**src/rtl/fetch_pkg.sv**
```systemverilog
// Shared types and constants for the RV32I fetch stage.
// Branch funct3 encodings, FSM state enum, XLEN.
package fetch_pkg;

  localparam int XLEN = 32;

  typedef enum logic [1:0] {
    S_IDLE,
    S_FETCH,
    S_VALID,
    S_HALT
  } state_e;

  localparam logic [2:0] F3_BEQ  = 3'b000;
  localparam logic [2:0] F3_BNE  = 3'b001;
  localparam logic [2:0] F3_BLT  = 3'b100;
  localparam logic [2:0] F3_BGE  = 3'b101;
  localparam logic [2:0] F3_BLTU = 3'b110;
  localparam logic [2:0] F3_BGEU = 3'b111;

  localparam logic [XLEN-1:0] NOP = 32'h0000_0013;

endpackage

```
**src/rtl/fetch_unit_if.sv**
```systemverilog
// Fetch bus: imem request/ready handshake and
// instruction valid/ready handshake to the consumer.
interface fetch_unit_if;
  import fetch_pkg::*;

  logic            imem_req;
  logic [XLEN-1:0] imem_addr;
  logic            imem_ready;
  logic [XLEN-1:0] imem_rdata;
  logic            instr_valid;
  logic            instr_ready;
  logic [XLEN-1:0] instr;
  logic [XLEN-1:0] pc;

  modport master (
    output imem_req,
    output imem_addr,
    input  imem_ready,
    input  imem_rdata,
    output instr_valid,
    input  instr_ready,
    output instr,
    output pc
  );

  modport slave (
    input  imem_req,
    input  imem_addr,
    output imem_ready,
    output imem_rdata,
    input  instr_valid,
    output instr_ready,
    input  instr,
    input  pc
  );

endinterface

```
**src/rtl/branch_cmp.sv**
```systemverilog
// B-type condition evaluator (combinational).
// Unused funct3 codes (010/011) never take.
module branch_cmp
  import fetch_pkg::*;
(
  input  logic [2:0]      br_funct3,
  input  logic [XLEN-1:0] rs1_val,
  input  logic [XLEN-1:0] rs2_val,
  output logic            cond_true
);

  logic eq;
  logic lt_s;
  logic lt_u;

  assign eq   = (rs1_val == rs2_val);
  assign lt_s = ($signed(rs1_val) < $signed(rs2_val));
  assign lt_u = (rs1_val < rs2_val);

  always_comb begin
    cond_true = 1'b0;
    unique case (1'b1)
      (br_funct3 == F3_BEQ):  cond_true = eq;
      (br_funct3 == F3_BNE):  cond_true = !eq;
      (br_funct3 == F3_BLT):  cond_true = lt_s;
      (br_funct3 == F3_BGE):  cond_true = !lt_s;
      (br_funct3 == F3_BLTU): cond_true = lt_u;
      (br_funct3 == F3_BGEU): cond_true = !lt_u;
      default:                cond_true = 1'b0;
    endcase
  end

endmodule

```
**src/rtl/fetch_unit.sv**
```systemverilog
// RV32I fetch / next-PC stage. Optional trap on misaligned
// targets is enabled by FETCH_MISALIGN_TRAP_EN.
module fetch_unit
  import fetch_pkg::*;
#(
  parameter logic [XLEN-1:0] RESET_VECTOR = 32'h0000_0000
) (
  input  logic             clk,
  input  logic             reset,
  fetch_unit_if.master     bus,
  input  logic             branch,
  input  logic [2:0]       br_funct3,
  input  logic [XLEN-1:0]  rs1_val,
  input  logic [XLEN-1:0]  rs2_val,
  input  logic [XLEN-1:0]  br_target,
  input  logic             jump,
  input  logic [XLEN-1:0]  jump_target,
  output logic             branch_taken,
  output logic [XLEN-1:0]  pc_next,
  output logic             misaligned
);

  state_e          state_q;
  state_e          state_d;
  logic [XLEN-1:0] pc_q;
  logic [XLEN-1:0] pc_d;
  logic [XLEN-1:0] instr_q;
  logic [XLEN-1:0] instr_d;
  logic [XLEN-1:0] pc_raw;
  logic            cond_true;
  logic            req;
  logic            vld;
  logic            accept;
  logic            trap;

  branch_cmp u_cmp (
    .br_funct3 (br_funct3),
    .rs1_val   (rs1_val),
    .rs2_val   (rs2_val),
    .cond_true (cond_true)
  );

  assign branch_taken = branch && cond_true;
  assign accept       = vld && bus.instr_ready;

  always_comb begin
    pc_raw = pc_q + 32'd4;
    if (jump)
      pc_raw = jump_target & ~32'd1;
    else if (branch_taken)
      pc_raw = br_target;
  end

`ifdef FETCH_MISALIGN_TRAP_EN
  logic misaligned_q;
  logic misaligned_d;

  assign pc_next = pc_raw;
  assign trap    = accept && (pc_raw[1:0] != 2'b00);

  always_comb begin
    misaligned_d = misaligned_q;
    if (trap)
      misaligned_d = 1'b1;
  end

  always_ff @(posedge clk or negedge reset) begin
    if (!reset)
      misaligned_q <= 1'b0;
    else
      misaligned_q <= misaligned_d;
  end

  assign misaligned = misaligned_q;
`else
  assign pc_next    = pc_raw & ~32'd3;
  assign trap       = 1'b0;
  assign misaligned = 1'b0;
`endif

  always_ff @(posedge clk or negedge reset) begin
    if (!reset)
      state_q <= S_IDLE;
    else
      state_q <= state_d;
  end

  always_comb begin
    state_d = state_q;
    unique case (state_q)
      S_IDLE:  state_d = S_FETCH;
      S_FETCH: if (bus.imem_ready) state_d = S_VALID;
      S_VALID: if (bus.instr_ready)
                 state_d = trap ? S_HALT : S_FETCH;
      S_HALT:  state_d = S_HALT;
      default: state_d = S_IDLE;
    endcase
  end

  always_comb begin
    req = 1'b0;
    vld = 1'b0;
    unique case (state_q)
      S_FETCH: req = 1'b1;
      S_VALID: vld = 1'b1;
      default: ;
    endcase
  end

  always_comb begin
    pc_d    = pc_q;
    instr_d = instr_q;
    if (req && bus.imem_ready)
      instr_d = bus.imem_rdata;
    if (accept && !trap)
      pc_d = pc_next;
  end

  always_ff @(posedge clk or negedge reset) begin
    if (!reset) begin
      pc_q    <= RESET_VECTOR;
      instr_q <= '0;
    end else begin
      pc_q    <= pc_d;
      instr_q <= instr_d;
    end
  end

  assign bus.imem_req    = req;
  assign bus.imem_addr   = pc_q;
  assign bus.instr_valid = vld;
  assign bus.instr       = instr_q;
  assign bus.pc          = pc_q;

endmodule
```
**src/flat_wrapper.sv**
```systemverilog
// flat-port wrapper written by rule: the top's interface ports become plain ports
module fetch_unit_flat import fetch_pkg::*;
#(
  parameter logic [XLEN-1:0] RESET_VECTOR = 32'h0000_0000
)
  (clk, reset, branch, br_funct3, rs1_val, rs2_val, br_target, jump, jump_target, branch_taken, pc_next, misaligned, bus_imem_req, bus_imem_addr, bus_imem_ready, bus_imem_rdata, bus_instr_valid, bus_instr_ready, bus_instr, bus_pc);
  fetch_unit_if bus_i ();
  input  logic clk;
  input  logic reset;
  input  logic branch;
  input  logic [2:0] br_funct3;
  input  logic [XLEN-1:0] rs1_val;
  input  logic [XLEN-1:0] rs2_val;
  input  logic [XLEN-1:0] br_target;
  input  logic jump;
  input  logic [XLEN-1:0] jump_target;
  output logic branch_taken;
  output logic [XLEN-1:0] pc_next;
  output logic misaligned;
  output wire logic [$bits(bus_i.imem_req)-1:0] bus_imem_req;
  output wire logic [$bits(bus_i.imem_addr)-1:0] bus_imem_addr;
  input wire logic [$bits(bus_i.imem_ready)-1:0] bus_imem_ready;
  input wire logic [$bits(bus_i.imem_rdata)-1:0] bus_imem_rdata;
  output wire logic [$bits(bus_i.instr_valid)-1:0] bus_instr_valid;
  input wire logic [$bits(bus_i.instr_ready)-1:0] bus_instr_ready;
  output wire logic [$bits(bus_i.instr)-1:0] bus_instr;
  output wire logic [$bits(bus_i.pc)-1:0] bus_pc;
  assign bus_imem_req = bus_i.imem_req;
  assign bus_imem_addr = bus_i.imem_addr;
  assign bus_i.imem_ready = bus_imem_ready;
  assign bus_i.imem_rdata = bus_imem_rdata;
  assign bus_instr_valid = bus_i.instr_valid;
  assign bus_i.instr_ready = bus_instr_ready;
  assign bus_instr = bus_i.instr;
  assign bus_pc = bus_i.pc;
  fetch_unit #(.RESET_VECTOR(RESET_VECTOR)) u_core (.clk(clk), .reset(reset), .bus(bus_i), .branch(branch), .br_funct3(br_funct3), .rs1_val(rs1_val), .rs2_val(rs2_val), .br_target(br_target), .jump(jump), .jump_target(jump_target), .branch_taken(branch_taken), .pc_next(pc_next), .misaligned(misaligned));
endmodule
```
**config.mk**
```make
export PLATFORM = sky130hd
export DESIGN_NAME = fetch_unit_flat
export DESIGN_NICKNAME = d
export VERILOG_FILES = /design/src/rtl/fetch_pkg.sv /design/src/rtl/fetch_unit_if.sv /design/src/rtl/branch_cmp.sv /design/src/rtl/fetch_unit.sv /design/src/flat_wrapper.sv
export SDC_FILE = /design/constraint.sdc
export NUM_CORES = 1
export LEC_CHECK = 0
export BUFFER_PORTS_ARGS = -buffer_cell sky130_fd_sc_hd__buf_4
export CAP_MARGIN = 20
export CORE_ASPECT_RATIO = 2
export CORE_MARGIN = 3
export CORE_UTILIZATION = 35
export CTS_CLUSTER_SIZE = 25
export DETAILED_ROUTE_END_ITERATION = 8
export PLACE_DENSITY = 0.78
export SETUP_SLACK_MARGIN = 0.5
export SYNTH_ARGS = -nofsm -noshare
export SYNTH_HDL_FRONTEND = slang
export SYNTH_HIERARCHICAL = 1
export SYNTH_SLANG_ARGS = --single-unit
```
**constraint.sdc**
```tcl
create_clock -name clk -period 6.2 [get_ports clk]
set_input_delay 0.62 -clock clk [delete_from_list [all_inputs] [get_ports clk]]
set_output_delay 0.62 -clock clk [all_outputs]
set_load 0.02 [all_outputs]
```
Word level (Yosys, flattened, before mapping) --
Cells that the tools add are included.
Word-level totals: register bits after elaboration 64, bits in latches 0, RAM bits 0, ROM bits 0, logic and storage cells 34, memories 0
Cells by class: $add $sub $neg 1, $mul 0, div/mod/pow operators 0, $lt $le $gt $ge 2, equality and inequality tests 11, shift-type cells 0, muxes and demuxes 8, bitwise gates (word level) 0, reduce and logical (&&, ||, !) cells 9
Operator list (number):
- $lt 32x32->1 | 2
- $mux 32 | 2
- $add 32x3->32 const B | 1
- $eq 32x32->1 | 1
- $eq 3x3->1 const B | 4
- $pmux 2 s4 | 1
- $pmux 1 s6 | 1
- $eq 2x2->1 const B | 2
- $mux 2 | 2
- $ne 2x2->1 const B | 2
- $eq 3x1->1 const B | 1
- $logic_and 1x1->1 | 3
- $logic_not 1->1 | 3
- $logic_not 3->1 | 1
- $eq 2x1->1 const B | 1
- $logic_not 2->1 | 1
- $mux 1 | 2
- $reduce_and 2->1 | 1

Logic depth before layout (Yosys ltp) --
depth in word-level cells 6, gate-level depth with buffers 16, depth with buffers taken out 14

Hierarchy --
The synthesis kept the hierarchy.
By module, submodules not included:
- fetch_unit | times used 1, cells an instance 462, area each 4281.6 um^2, sequential area each 1601.5 um^2
- branch_cmp | times used 1, cells an instance 120, area each 864.6 um^2, sequential area each 0.0 um^2

Least setup slack after synthesis --
No wires, ideal clock.
kind in2out, start input port rs2_val[23], end output port pc_next[23], arrival time 3472 ps, required time 5580 ps, path slack 2108 ps, cell stages on the path 14, path buffers 2, cell sequence inv_1 > ha_1 > a21oi_2 > o21ai_1 > a221oi_2 > o22ai_1 > or4_1 > a31o_1 > nand2_1 > buf_4 > clkbuf_1 > nor3_1 > a21oi_1 > a21boi_0
Between the ends: longest elaborated chain between the ends 6
RTL lines:
- start: declaration | line flat_wrapper.sv:13 | input logic [XLEN-1:0] rs2_val;
- $lt 32x32->1 (tied with other cells) | line branch_cmp.sv:18 | assign lt_u = (rs1_val < rs2_val);
- $logic_not 1->1 (on tied branches) | line branch_cmp.sv:28, branch_cmp.sv:24, branch_cmp.sv:26
- $pmux 1 s6 (*) | line branch_cmp.sv:22 | unique case (1'b1)
- via u_core.cond_true | line fetch_unit.sv:30 | logic cond_true;
- $logic_and 1x1->1 (*) | line fetch_unit.sv:43 | assign branch_taken = branch && cond_true;
- $mux 32 (*) | line fetch_unit.sv:50 | else if (branch_taken)
- $mux 32 (*) | line fetch_unit.sv:48 | if (jump)
- end: declaration | line flat_wrapper.sv:18 | output logic [XLEN-1:0] pc_next;
The timed path passes the listed nets; every way through them passes the cells marked *.

Final worst setup path --
start input port rs1_val[11], end output port pc_next[13]
Between the ends: longest elaborated chain between the ends 6
RTL lines:
- start: declaration | line flat_wrapper.sv:12 | input logic [XLEN-1:0] rs1_val;
- $lt 32x32->1 (tied with other cells) | line branch_cmp.sv:18
- $logic_not 1->1 (on tied branches) | line branch_cmp.sv:28, branch_cmp.sv:24, branch_cmp.sv:26
- $pmux 1 s6 (*) | line branch_cmp.sv:22
- via u_core.cond_true | line fetch_unit.sv:30
- $logic_and 1x1->1 (*) | line fetch_unit.sv:43
- $mux 32 (*) | line fetch_unit.sv:50
- $mux 32 (*) | line fetch_unit.sv:48
Marks and branches as above.

==> impl_metrics.env <==
export IMPL_antenna_cells=0
export IMPL_r2r_end="u_core/bus.imem_addr[22]$_DFFE_PN0P_"
export IMPL_fp_row_count=62
export IMPL_dieHeight_um=177
export IMPL_start_util=0.359
export IMPL_boundaryPins=301
export IMPL_syn_avg_cell_area_um2=8.84
export IMPL_crit_required_ns=5.58
export IMPL_min_period_over_period=0.844
export IMPL_cts_inserted_buffers=9
export IMPL_ys_flop_type="dfrtp_1"
export IMPL_crit_path_end_kind="output port"
export IMPL_p_leak_nw=3.78
export IMPL_first_iter_violations=212
export IMPL_mappedNetlistArea_mm2=0.00515
export IMPL_r2r_setup_slack_ns=3.88
export IMPL_grt_use_met1=0.208
export IMPL_portBuffers=289
export IMPL_cts_hold_buf=0
export IMPL_status="complete, no violations"
export IMPL_area_growth_pct=46.7
export IMPL_ant_nets=0
export IMPL_hold_viol_final=0
export IMPL_cts_setup_buffers=0
export IMPL_whs_ns=0.386
export IMPL_yosys_cell_types_count=65
export IMPL_period_needed_ns=5.23
export IMPL_gr_usage_met3=0.0399
export IMPL_multi_input_area_mm2=0.00302
export IMPL_synth_compound_area_frac=0.172
export IMPL_gp_routability_congestion=0.809
export IMPL_worstRegToRegCells=6
export IMPL_synthMuxAreaShare=0.106
export IMPL_setup_ws_ns=0.970
export IMPL_crit_top_cell="buf_4"
export IMPL_power_w=0.00276
export IMPL_clockBufferDepth=2
export IMPL_wl_mm=18.6
export IMPL_worst_path_max_delay_cell="clkinv_1"
export IMPL_ff_latch_area_mm2=0.00160
export IMPL_final_area_mm2=0.00755
export IMPL_pwr_density_cell_mw_per_mm2=365
export IMPL_startpoint_type="input port"
export IMPL_ys_seq_area_frac=0.311
export IMPL_dpl_instance_area_mm2=0.00723
export IMPL_core_area_mm2=0.0144
export IMPL_tritoncts="yes"
export IMPL_final_layout_size_suffix_gt1_frac=0.440
export IMPL_grt_usage=0.218
export IMPL_die_x_um=91.7
export IMPL_hpwlAfterDp_mm=14.8
export IMPL_synth_simple_gate_area_frac=0.179
export IMPL_synth_top_family_by_area="simple AND/OR/NAND/NOR gates"
export IMPL_worstPathMaxFanout=18
export IMPL_fmax_mhz=191
export IMPL_rsz0062_at_grt="no"
export IMPL_path_clk_slew_ns=0.05
export IMPL_peakVddDrop_mv=0.264
export IMPL_r2r_start="u_core/bus.imem_addr[2]$_DFFE_PN0P_"
export IMPL_synth_warnings=6
export IMPL_vias=5331
export IMPL_clock_root_buffer="clkbuf_16"
export IMPL_viasPerCell=5.20
export IMPL_grt_pass1_wl_mm=27.3
export IMPL_nets=1032
export IMPL_ys_ff_latch=64
export IMPL_firstDrtPassIters=4
export IMPL_slew_headroom=0.373
export IMPL_critical_path_top_delay_family="simple AND/OR/NAND/NOR gates"
export IMPL_worstMarginPinSlew_ns=0.938
export IMPL_fill_cells=1362
export IMPL_synth_edff_count=0
export IMPL_syn_inst=582
export IMPL_path_class="in2out"
export IMPL_grt_max_degree=69
export IMPL_setup_viol=0
export IMPL_synthAdderAreaFrac=0.0802
export IMPL_dieArea_mm2=0.0163
export IMPL_path_buf_inv=4
export IMPL_finClkSkew_ns=0.00526
export IMPL_drc_errors=0
export IMPL_crit_arrival_ns=4.61
export IMPL_cts_max_level=3
export IMPL_slew_viol_final=0
export IMPL_synth_async_sr_flop_share=1.00
export IMPL_use_met2=0.444
export IMPL_min_delay_path_class="in2async"
export IMPL_crit_chain="buf_4 > ha_1 > a21oi_1 > o21ai_0 > a221oi_2 > o22ai_1 > or4_1 > a31o_1 > nand2_1 > clkinv_1 > nor2_1 > buf_4 > nand3_1 > nand3_1 > buf_4"
export IMPL_post_cts_resized=0
export IMPL_grt_ovfl_total=0
export IMPL_worstSkewPairLatency_ns=0.33
export IMPL_cpPeakStageDelay_ns=0.72
export IMPL_final_setup_tns_ns=0
export IMPL_synth_xor_area_share=0.0442
export IMPL_grt_pass1_vias=5258
export IMPL_maxCapViolCount=0
export IMPL_wl_per_cell_um=18.1
export IMPL_busiest_layer="met2"
export IMPL_post_place_ws_ns=0.940
export IMPL_antenna_found_initial=0
export IMPL_cts_sinks=64
sequential cells by signal, indices dropped and copies added, names as in the netlist:
register              count
u_core/state_q            2
u_core/bus.instr         32
u_core/bus.imem_addr     30
worst max-delay path by stage:
stage / start / end / slack, ns / cells past startpoint
floorplan: rs2_val[23] / pc_next[23] / 2.11 / 14
global placement: rs1_val[11] / pc_next[13] / 0.96 / 15
detailed placement: rs1_val[11] / pc_next[13] / 0.94 / 15
CTS: rs1_val[14] / pc_next[13] / 0.93 / 15
global route: rs1_val[11] / pc_next[12] / 0.68 / 14
finish: rs1_val[11] / pc_next[13] / 0.97 / 15
cell usage in the layout, fill, tap and decap left out, types with 8 or more instances in the layout:
cell,instances
nand2_1,51
nor3_1,9
dfrtp_1,64
xnor2_1,14
o21ai_0,32
clkbuf_16,9
nor2_1,21
ha_1,33
buf_4,294
a21oi_1,49
nor3b_1,11
o31a_1,8
nand3_1,19
nand4_1,15
mux2_2,42
inv_1,42
xor2_1,12
layout make-up:
type                       count  share of cell area
clock inverter                 3             0.00862
multi-input combinational    418               0.400
timing repair buffer         294               0.292
tap                          192              0.0318
sequential                    64               0.212
clock buffer                  12              0.0340
inverter                      43              0.0214
synth_stat cells (all sizes together) (2+ instances only):
cell type / number / area (um2)
o311ai: 3 / 26.3
nor3b: 11 / 82.6
a221oi: 2 / 30.0
nand2b: 6 / 37.5
a21o: 3 / 22.5
nor3: 11 / 77.6
o31ai: 5 / 37.5
a2bb2oi: 4 / 35.0
nor4: 4 / 46.3
o31a: 8 / 70.1
a211o: 2 / 17.5
o22ai: 7 / 43.8
a31oi: 5 / 31.3
mux2: 42 / 473
o21a: 2 / 15.0
ha: 33 / 413
dfrtp: 64 / 1600
xor2: 12 / 105
o221ai: 3 / 32.5
nand4: 17 / 128
nand2: 51 / 191
a21oi: 50 / 254
and2: 2 / 12.5
inv: 42 / 158
mux2i: 7 / 70.1
a21boi: 2 / 15.0
buf: 48 / 330
and4: 7 / 65.1
o21ai: 34 / 170
nor2: 22 / 85.1
xnor2: 14 / 123
and3: 5 / 31.3
nand3: 21 / 123
a22o: 2 / 17.5
nor2b: 3 / 18.8
clkbuf: 15 / 57.6
power by group:
group          leakage [nW]  total (W)  switching (W)  internal (W)
logic                  2.83    0.00138       0.000726      0.000650
registers             0.787   0.000828       0.000237      0.000591
clock network         0.159   0.000555       0.000184      0.000371
total                  3.78    0.00276        0.00115       0.00161
per-stage QoR:
stage / instances / util
5_1_grt: 1026 / 0.526
3_3_place_gp: 1011 / 0.504
3_5_place_dp: 1011 / 0.504
4_1_cts: 1026 / 0.526
6_report: 1026 / 0.526
2_1_floorplan: 588 / -
worst reg2reg max path: cells and delay by family, from the launching register on:
kind | cells | cell delay (ns)
adder cells (fa/ha/maj) | 1 | 0.27
flip-flops | 1 | 0.44
AND/OR/NAND/NOR | 3 | 1.09
AO/OA/AOI/OAI | 2 | 0.42
layer usage:
metal,share of wire,up-vias
met4,0.029,0
met2,0.58,219
met1,0.33,2537
met5,0,-
met3,0.063,29
li1,-,2546
cells by family (layout without fill, tap and decap cells):
kind of cell	count (synthesis)	after routing
adders and majority gates	33	33
muxes	49	49
AOI/OAI and AO/OA	140	140
other	1	7
buffers and inverters	106	352
xor gates and xnor gates	26	26
and+or+nand+nor	163	163
DFF	64	64
(Power assumes the default switching activity.)
